===== src/rtl/axi_write_master_if.sv =====
// AXI4 write-address, write-data and write-response channel bundle
// seen from the master side (master) or the attached slave (slave).
interface axi_write_master_if #(
  parameter int AW  = 32,
  parameter int DW  = 64,
  parameter int IDW = 4
);
  logic [IDW-1:0]  m_axi_awid;
  logic [AW-1:0]   m_axi_awaddr;
  logic [7:0]      m_axi_awlen;
  logic [2:0]      m_axi_awsize;
  logic [1:0]      m_axi_awburst;
  logic            m_axi_awvalid;
  logic            m_axi_awready;
  logic [DW-1:0]   m_axi_wdata;
  logic [DW/8-1:0] m_axi_wstrb;
  logic            m_axi_wlast;
  logic            m_axi_wvalid;
  logic            m_axi_wready;
  logic [IDW-1:0]  m_axi_bid;
  logic [1:0]      m_axi_bresp;
  logic            m_axi_bvalid;
  logic            m_axi_bready;

  modport master (
    output m_axi_awid,
    output m_axi_awaddr,
    output m_axi_awlen,
    output m_axi_awsize,
    output m_axi_awburst,
    output m_axi_awvalid,
    input  m_axi_awready,
    output m_axi_wdata,
    output m_axi_wstrb,
    output m_axi_wlast,
    output m_axi_wvalid,
    input  m_axi_wready,
    input  m_axi_bid,
    input  m_axi_bresp,
    input  m_axi_bvalid,
    output m_axi_bready
  );

  modport slave (
    input  m_axi_awid,
    input  m_axi_awaddr,
    input  m_axi_awlen,
    input  m_axi_awsize,
    input  m_axi_awburst,
    input  m_axi_awvalid,
    output m_axi_awready,
    input  m_axi_wdata,
    input  m_axi_wstrb,
    input  m_axi_wlast,
    input  m_axi_wvalid,
    output m_axi_wready,
    output m_axi_bid,
    output m_axi_bresp,
    output m_axi_bvalid,
    input  m_axi_bready
  );
endinterface


===== src/rtl/axi_write_master.sv =====
// AXI4 write master: multiple bursts in flight, per-burst WLAST
// sequencing, burst legalisation and a buffered B response port.
module axi_write_master #(
  parameter int AW          = 32,
  parameter int DW          = 64,
  parameter int IDW         = 4,
  parameter int OUTSTANDING = 4
) (
  input  logic                             clk,
  input  logic                             rst,
  input  logic                             cmd_valid,
  output logic                             cmd_ready,
  input  logic [AW-1:0]                    cmd_addr,
  input  logic [7:0]                       cmd_len,
  input  logic [2:0]                       cmd_size,
  input  logic [1:0]                       cmd_burst,
  input  logic [IDW-1:0]                   cmd_id,
  input  logic [DW-1:0]                    wdata_in,
  input  logic [DW/8-1:0]                  wstrb_in,
  input  logic                             wvalid_in,
  output logic                             wready_out,
  axi_write_master_if.master               m_axi,
  output logic                             resp_valid,
  input  logic                             resp_ready,
  output logic [IDW-1:0]                   resp_id,
  output logic [1:0]                       resp_resp,
  output logic [$clog2(OUTSTANDING+1)-1:0] outstanding,
  output logic [2:0]                       err_status
);

  localparam int SW   = DW / 8;
  localparam int MAXS = $clog2(SW);
  localparam int CW   = $clog2(OUTSTANDING + 1);
  localparam int PW   = (OUTSTANDING > 1) ? $clog2(OUTSTANDING) : 1;

  localparam logic [1:0] BURST_INCR = 2'b01;
  localparam logic [1:0] BURST_WRAP = 2'b10;
  localparam logic [1:0] BURST_RSVD = 2'b11;

  typedef enum logic {
    W_IDLE,
    W_BURST
  } w_state_e;

  logic           r_awvalid;
  logic [IDW-1:0] r_awid;
  logic [AW-1:0]  r_awaddr;
  logic [7:0]     r_awlen;
  logic [2:0]     r_awsize;
  logic [1:0]     r_awburst;

  logic [7:0]     r_q [OUTSTANDING];
  logic [PW-1:0]  r_wp;
  logic [PW-1:0]  r_rp;
  logic [CW-1:0]  r_qcnt;

  w_state_e       r_wstate;
  logic [7:0]     r_beat_cnt;

  logic [CW-1:0]  r_out;
  logic [2:0]     r_err;
  logic           r_resp_valid;
  logic [IDW-1:0] r_resp_id;
  logic [1:0]     r_resp_resp;

  logic           w_accept;
  logic           w_aw_hs;
  logic           w_in_burst;
  logic           w_wlast;
  logic           w_w_hs;
  logic           w_q_empty;
  logic           w_q_full;
  logic           w_push;
  logic           w_pop;
  logic           w_bready;
  logic           w_b_hs;
  logic           w_b_dec;
  logic           w_wrap_ok;
  logic [1:0]     w_leg_burst;
  logic [2:0]     w_leg_size;
  logic           w_leg_flag;

  function automatic logic [PW-1:0] f_next(input logic [PW-1:0] p);
    if (p == PW'(OUTSTANDING - 1)) return '0;
    return p + PW'(1);
  endfunction

  assign cmd_ready = !r_awvalid
                  && (r_out < CW'(OUTSTANDING))
                  && !rst;
  assign w_accept  = cmd_valid && cmd_ready;
  assign w_aw_hs   = r_awvalid && m_axi.m_axi_awready;

  assign w_wrap_ok = (cmd_len == 8'd1) || (cmd_len == 8'd3)
                  || (cmd_len == 8'd7) || (cmd_len == 8'd15);

  always_comb begin
    w_leg_burst = cmd_burst;
    w_leg_size  = cmd_size;
    w_leg_flag  = 1'b0;
    unique case (1'b1)
      (cmd_burst == BURST_RSVD),
      (cmd_burst == BURST_WRAP && !w_wrap_ok): begin
        w_leg_burst = BURST_INCR;
        w_leg_flag  = 1'b1;
      end
      default: ;
    endcase
    if (cmd_size > 3'(MAXS)) begin
      w_leg_size = 3'(MAXS);
      w_leg_flag = 1'b1;
    end
  end

  always_ff @(posedge clk) begin
    if (rst) begin
      r_awvalid <= 1'b0;
      r_awid    <= '0;
      r_awaddr  <= '0;
      r_awlen   <= '0;
      r_awsize  <= '0;
      r_awburst <= '0;
    end else if (w_accept) begin
      r_awvalid <= 1'b1;
      r_awid    <= cmd_id;
      r_awaddr  <= cmd_addr;
      r_awlen   <= cmd_len;
      r_awsize  <= w_leg_size;
      r_awburst <= w_leg_burst;
    end else if (w_aw_hs) begin
      r_awvalid <= 1'b0;
    end
  end

  // Burst-length queue: holds bursts whose W beats have not started.
  assign w_q_empty  = (r_qcnt == '0);
  assign w_q_full   = (r_qcnt == CW'(OUTSTANDING));
  assign w_in_burst = (r_wstate == W_BURST);
  assign w_wlast    = (r_beat_cnt == 8'd0);
  assign w_w_hs     = w_in_burst && wvalid_in && m_axi.m_axi_wready;
  assign w_pop      = !w_q_empty
                   && (!w_in_burst || (w_w_hs && w_wlast));
  assign w_push     = w_accept && (!w_q_full || w_pop);

  always_ff @(posedge clk) begin
    if (w_push) r_q[r_wp] <= cmd_len;
  end

  always_ff @(posedge clk) begin
    if (rst) begin
      r_wp   <= '0;
      r_rp   <= '0;
      r_qcnt <= '0;
    end else begin
      if (w_push) r_wp <= f_next(r_wp);
      if (w_pop)  r_rp <= f_next(r_rp);
      unique case ({w_push, w_pop})
        2'b10:   r_qcnt <= r_qcnt + CW'(1);
        2'b01:   r_qcnt <= r_qcnt - CW'(1);
        default: ;
      endcase
    end
  end

  // Back-to-back bursts reload the counter on the WLAST beat.
  always_ff @(posedge clk) begin
    if (rst) begin
      r_wstate   <= W_IDLE;
      r_beat_cnt <= '0;
    end else begin
      unique case (r_wstate)
        W_IDLE: begin
          if (!w_q_empty) begin
            r_beat_cnt <= r_q[r_rp];
            r_wstate   <= W_BURST;
          end
        end
        W_BURST: begin
          if (w_w_hs) begin
            if (!w_wlast)        r_beat_cnt <= r_beat_cnt - 8'd1;
            else if (!w_q_empty) r_beat_cnt <= r_q[r_rp];
            else                 r_wstate   <= W_IDLE;
          end
        end
      endcase
    end
  end

  assign w_bready = !rst && (!r_resp_valid || resp_ready);
  assign w_b_hs   = m_axi.m_axi_bvalid && w_bready;
  assign w_b_dec  = w_b_hs && (r_out != '0);

  always_ff @(posedge clk) begin
    if (rst) begin
      r_out        <= '0;
      r_err        <= '0;
      r_resp_valid <= 1'b0;
      r_resp_id    <= '0;
      r_resp_resp  <= '0;
    end else begin
      unique case ({w_accept, w_b_dec})
        2'b10:   r_out <= r_out + CW'(1);
        2'b01:   r_out <= r_out - CW'(1);
        default: ;
      endcase
      if (w_accept && w_leg_flag)           r_err[1] <= 1'b1;
      if (w_b_hs && (r_out == '0))          r_err[2] <= 1'b1;
      if (w_b_hs && m_axi.m_axi_bresp[1])   r_err[0] <= 1'b1;
      if (w_b_hs) begin
        r_resp_valid <= 1'b1;
        r_resp_id    <= m_axi.m_axi_bid;
        r_resp_resp  <= m_axi.m_axi_bresp;
      end else if (resp_ready) begin
        r_resp_valid <= 1'b0;
      end
    end
  end

  assign m_axi.m_axi_awid    = r_awid;
  assign m_axi.m_axi_awaddr  = r_awaddr;
  assign m_axi.m_axi_awlen   = r_awlen;
  assign m_axi.m_axi_awsize  = r_awsize;
  assign m_axi.m_axi_awburst = r_awburst;
  assign m_axi.m_axi_awvalid = r_awvalid;
  assign m_axi.m_axi_wdata   = wdata_in;
  assign m_axi.m_axi_wstrb   = wstrb_in;
  assign m_axi.m_axi_wvalid  = w_in_burst && wvalid_in;
  assign m_axi.m_axi_wlast   = w_in_burst && w_wlast;
  assign m_axi.m_axi_bready  = w_bready;
  assign wready_out          = w_in_burst && m_axi.m_axi_wready;

  assign resp_valid  = r_resp_valid;
  assign resp_id     = r_resp_id;
  assign resp_resp   = r_resp_resp;
  assign outstanding = r_out;
  assign err_status  = r_err;

endmodule


===== src/flat_wrapper.sv =====
// flat-port wrapper written by rule: the top's interface ports become plain ports
module axi_write_master_flat 
#(
  parameter int AW          = 32,
  parameter int DW          = 64,
  parameter int IDW         = 4,
  parameter int OUTSTANDING = 4
)
  (clk, rst, cmd_valid, cmd_ready, cmd_addr, cmd_len, cmd_size, cmd_burst, cmd_id, wdata_in, wstrb_in, wvalid_in, wready_out, resp_valid, resp_ready, resp_id, resp_resp, outstanding, err_status, m_axi_m_axi_awid, m_axi_m_axi_awaddr, m_axi_m_axi_awlen, m_axi_m_axi_awsize, m_axi_m_axi_awburst, m_axi_m_axi_awvalid, m_axi_m_axi_awready, m_axi_m_axi_wdata, m_axi_m_axi_wstrb, m_axi_m_axi_wlast, m_axi_m_axi_wvalid, m_axi_m_axi_wready, m_axi_m_axi_bid, m_axi_m_axi_bresp, m_axi_m_axi_bvalid, m_axi_m_axi_bready);
  axi_write_master_if #(.AW(AW), .DW(DW), .IDW(IDW)) m_axi_i ();
  input  logic clk;
  input  logic rst;
  input  logic cmd_valid;
  output logic cmd_ready;
  input  logic [AW-1:0] cmd_addr;
  input  logic [7:0] cmd_len;
  input  logic [2:0] cmd_size;
  input  logic [1:0] cmd_burst;
  input  logic [IDW-1:0] cmd_id;
  input  logic [DW-1:0] wdata_in;
  input  logic [DW/8-1:0] wstrb_in;
  input  logic wvalid_in;
  output logic wready_out;
  output logic resp_valid;
  input  logic resp_ready;
  output logic [IDW-1:0] resp_id;
  output logic [1:0] resp_resp;
  output logic [$clog2(OUTSTANDING+1)-1:0] outstanding;
  output logic [2:0] err_status;
  output wire logic [$bits(m_axi_i.m_axi_awid)-1:0] m_axi_m_axi_awid;
  output wire logic [$bits(m_axi_i.m_axi_awaddr)-1:0] m_axi_m_axi_awaddr;
  output wire logic [$bits(m_axi_i.m_axi_awlen)-1:0] m_axi_m_axi_awlen;
  output wire logic [$bits(m_axi_i.m_axi_awsize)-1:0] m_axi_m_axi_awsize;
  output wire logic [$bits(m_axi_i.m_axi_awburst)-1:0] m_axi_m_axi_awburst;
  output wire logic [$bits(m_axi_i.m_axi_awvalid)-1:0] m_axi_m_axi_awvalid;
  input wire logic [$bits(m_axi_i.m_axi_awready)-1:0] m_axi_m_axi_awready;
  output wire logic [$bits(m_axi_i.m_axi_wdata)-1:0] m_axi_m_axi_wdata;
  output wire logic [$bits(m_axi_i.m_axi_wstrb)-1:0] m_axi_m_axi_wstrb;
  output wire logic [$bits(m_axi_i.m_axi_wlast)-1:0] m_axi_m_axi_wlast;
  output wire logic [$bits(m_axi_i.m_axi_wvalid)-1:0] m_axi_m_axi_wvalid;
  input wire logic [$bits(m_axi_i.m_axi_wready)-1:0] m_axi_m_axi_wready;
  input wire logic [$bits(m_axi_i.m_axi_bid)-1:0] m_axi_m_axi_bid;
  input wire logic [$bits(m_axi_i.m_axi_bresp)-1:0] m_axi_m_axi_bresp;
  input wire logic [$bits(m_axi_i.m_axi_bvalid)-1:0] m_axi_m_axi_bvalid;
  output wire logic [$bits(m_axi_i.m_axi_bready)-1:0] m_axi_m_axi_bready;
  assign m_axi_m_axi_awid = m_axi_i.m_axi_awid;
  assign m_axi_m_axi_awaddr = m_axi_i.m_axi_awaddr;
  assign m_axi_m_axi_awlen = m_axi_i.m_axi_awlen;
  assign m_axi_m_axi_awsize = m_axi_i.m_axi_awsize;
  assign m_axi_m_axi_awburst = m_axi_i.m_axi_awburst;
  assign m_axi_m_axi_awvalid = m_axi_i.m_axi_awvalid;
  assign m_axi_i.m_axi_awready = m_axi_m_axi_awready;
  assign m_axi_m_axi_wdata = m_axi_i.m_axi_wdata;
  assign m_axi_m_axi_wstrb = m_axi_i.m_axi_wstrb;
  assign m_axi_m_axi_wlast = m_axi_i.m_axi_wlast;
  assign m_axi_m_axi_wvalid = m_axi_i.m_axi_wvalid;
  assign m_axi_i.m_axi_wready = m_axi_m_axi_wready;
  assign m_axi_i.m_axi_bid = m_axi_m_axi_bid;
  assign m_axi_i.m_axi_bresp = m_axi_m_axi_bresp;
  assign m_axi_i.m_axi_bvalid = m_axi_m_axi_bvalid;
  assign m_axi_m_axi_bready = m_axi_i.m_axi_bready;
  axi_write_master #(.AW(AW), .DW(DW), .IDW(IDW), .OUTSTANDING(OUTSTANDING)) u_core (.clk(clk), .rst(rst), .cmd_valid(cmd_valid), .cmd_ready(cmd_ready), .cmd_addr(cmd_addr), .cmd_len(cmd_len), .cmd_size(cmd_size), .cmd_burst(cmd_burst), .cmd_id(cmd_id), .wdata_in(wdata_in), .wstrb_in(wstrb_in), .wvalid_in(wvalid_in), .wready_out(wready_out), .m_axi(m_axi_i), .resp_valid(resp_valid), .resp_ready(resp_ready), .resp_id(resp_id), .resp_resp(resp_resp), .outstanding(outstanding), .err_status(err_status));
endmodule

===== config.mk =====
export PLATFORM = sky130hd
export DESIGN_NAME = axi_write_master_flat
export DESIGN_NICKNAME = d
export VERILOG_FILES = /design/src/rtl/axi_write_master_if.sv /design/src/rtl/axi_write_master.sv /design/src/flat_wrapper.sv
export SDC_FILE = /design/constraint.sdc
export NUM_CORES = 1
export LEC_CHECK = 0
export BUFFER_PORTS_ARGS = -buffer_cell sky130_fd_sc_hd__buf_4
export CAP_MARGIN = 20
export CORE_MARGIN = 2
export CORE_UTILIZATION = 45
export DETAILED_ROUTE_END_ITERATION = 8
export PLACE_DENSITY = 0.8
export SETUP_SLACK_MARGIN = 0.15
export SYNTH_ARGS = -nofsm -noshare
export SYNTH_HDL_FRONTEND = slang
export SYNTH_SLANG_ARGS = --single-unit
export TNS_END_PERCENT = 100

===== constraint.sdc =====
create_clock -name clk -period 5.64 [get_ports clk]
set_input_delay 1.128 -clock clk [delete_from_list [all_inputs] [get_ports clk]]
set_output_delay 1.128 -clock clk [all_outputs]
set_load 0.02 [all_outputs]

==> impl_metrics.tcl <==
set metrics [dict create \
    status "finished clean" \
    async_flop_share_pct 0 \
    cts_tree "yes" \
    synth_top_family_by_area "simple AND/OR/NAND/NOR gates" \
    drt_pre_antenna_iters 5 \
    die_area_um2 12480 \
    synth_cells 560 \
    place.gp.congestion 0.8696 \
    synth_compound_area_share_pct 11.14 \
    drive_gt1_share_pct 29.49 \
    dp_hpwl_mm 9.048 \
    num_vias 4046 \
    period_share_pct 63.70 \
    setup.worst_path.class "input port to register" \
    power_uw 2775 \
    synth-seq-cells 113 \
    dp_slack_ns 1.649 \
    synthAdderAreaFrac_pct 2.683 \
    drc 0 \
    clkSinkCount 113 \
    ff2ff_path_depth 11 \
    fp.dieW_um 111.7 \
    fin_ws_ns 2.047 \
    start_kind "input port" \
    synth_edf_count 32 \
    diodes 0 \
    ant_nets 0 \
    clock_skew_ns 0.01015 \
    antenna_found_initial 0 \
    worstSetupStartpoint "rst" \
    tns_ns 0 \
    viasPerCell 5.275 \
    fp.coreArea_um2 11370 \
    path_max_fanout 72 \
    io_buffer_count 130 \
    first_global_vias 4037 \
    grt_setup_unrepaired "no" \
    fin_crit_ns 3.593 \
    ir_drop_mv 0.2729 \
    synthMuxAreaShare_pct 4.049 \
    die_h_um 111.7 \
    routed_wl_mm 12.79 \
    htree_levels 4 \
    initial_core_util_pct 45.93 \
    crit_end "u_core.r_qcnt[2]" \
    max_cap_viol_count 0 \
    critPathArrivalTime_ns 3.92 \
    grt_max_degree 73 \
    ys_seq_area_share_pct 49.45 \
    slew_viol_final 0 \
    worst_pin_slew_ns 0.7478 \
    drt_iter0_markers 191 \
    avgSynthCellArea_um2 9.326 \
    num-nets-final 756 \
    cts_setup_buffers 0 \
    ctsHoldBuffers 0 \
    synthXorXnorAreaFrac_pct 0.3354 \
    synth_nets 705 \
    yosys_warnings 0 \
    end_kind "register" \
    layout_common_cells "buf_4 (133), nand2_1 (125), dfxtp_1 (81)" \
    synth_simple_gate_area_share_pct 17.82 \
    maxSlewHeadroom_pct 50.15 \
    power_per_cell_area_nw_per_um2 442.0 \
    grt_use_total_pct 20.53 \
    final_common_cell "buf_4" \
    cts_buffers 17 \
    post_cts_resized 0 \
    reg2reg_slack_ns 2.72 \
    wl_per_cell_um 16.68 \
    cts-root-buf "clkbuf_16" \
    final-setup-viol-count 0 \
    rr_endpoint "u_core.r_qcnt[2]" \
    cp.required_ns 5.97 \
    synth.cell_area_um2 5223 \
    syn_to_final_growth_pct 20.22 \
    yosysUniqueCellTypes 53 \
    grt_overflow_total 0 \
    ys.flop_type "dfxtp_1" \
    hp-class "register to register" \
    r2r_start "u_core.r_beat_cnt[0]" \
    io_pins 275 \
    grt_pass1_wl_mm 20.22 \
    cts.path.max_buffers 2 \
    rows 39 \
    leakage_uw 0.002597 \
    clock_latency_ns 0.41 \
    clk_pin_slew_ns 0.05 \
    fmax_mhz 278.3 \
    hold_viol 0 \
]
## stage by stage
step	utilization, %	area [um^2]	cells	hold slack (ns)
after global placement	50.15	5702	735	0.4370
after floorplan	-	5223	560	0.4541
after detailed placement	50.15	5702	735	0.4459
final	55.22	6279	767	0.4516
after CTS	55.22	6279	767	0.4523
after global routing	55.22	6279	767	0.4759
## flip-flops by register name, indices dropped and copies added (netlist names), 3 cells and up, named ones only
name,flops
u_core.err_status,3
u_core.m_axi.m_axi_awaddr,32
u_core.m_axi.m_axi_awid,4
u_core.m_axi.m_axi_awlen,8
u_core.m_axi.m_axi_awsize,3
u_core.outstanding,3
u_core.r_beat_cnt,8
u_core.r_q,32
u_core.r_qcnt,3
u_core.resp_id,4
## power breakdown
part,internal (uW),switching [uW]
Combinational,310,403
Sequential,918,107
Clock,685,353
## worst max-delay path: stages
cell and delay, ns:
buf_4 0.58, nor3_1 0.12, and2_2 0.24, buf_4 0.29, nor3_1 0.49, inv_1 0.12, fa_1 0.40, inv_1 0.06
o2111ai_1 0.11, and3b_1 0.21, nor3_1 0.14
## per-layer routing
| layer | share of wire [%] | global-route usage [%] | vias to the layer above |
|---|---|---|---|
| met5 | 0 | 0 | - |
| met4 | 2.9 | 10.37 | 0 |
| met3 | 11 | 10.62 | 41 |
| met2 | 48 | 33.45 | 204 |
| met1 | 38 | 21.88 | 1872 |
| li1 | - | - | 1929 |
## worst min path at each step
stage,from,end,slack (ns),depth (start not counted)
5_1_grt,u_core.err_status[1],u_core.err_status[1],0.48,2
3_3_place_gp,u_core.err_status[1],u_core.err_status[1],0.44,2
2_1_floorplan,u_core.r_rp[1],register,0.45,2
4_1_cts,u_core.err_status[1],u_core.err_status[1],0.45,2
3_5_place_dp,u_core.err_status[1],u_core.err_status[1],0.45,2
6_report,u_core.err_status[1],u_core.err_status[1],0.45,2
## cell usage after synthesis (3+ instances only)
master	count	share of area, %
and2_1	5	0.60
clkbuf_8	3	0.79
inv_1	15	1.1
nand2_1	125	9.0
nor3_1	15	1.4
a21oi_1	65	6.2
o21ai_0	10	0.96
mux4_2	8	3.4
dfxtp_1	81	31
or3_1	4	0.48
nand3_1	10	0.96
edfxtp_1	32	18
clkbuf_1	21	1.5
buf_4	72	10
nor2_1	28	2.0
a31oi_1	3	0.36
and2_2	3	0.43
ha_1	8	1.9
and3_2	5	0.72
## kinds of logic after synthesis
group | Yosys count
AO/OA/AOI/OAI | 97
XOR/XNOR | 2
adder cells (fa/ha/maj) | 10
buffers and inverters | 117
flip-flops | 113
multiplexers | 11
AND/OR/NAND/NOR | 210
## layout make-up
cell class,instances,area [um^2]
Clock buffer,19,432.9
Tap cell,143,178.9
Fill cell,927,5091
Inverter,16,60.06
Multi-Input combinational cell,330,1882
Timing Repair Buffer,133,998.5
Sequential cell,113,2582
Clock inverter,13,143.9
Power figures use the tool's default switching activity.
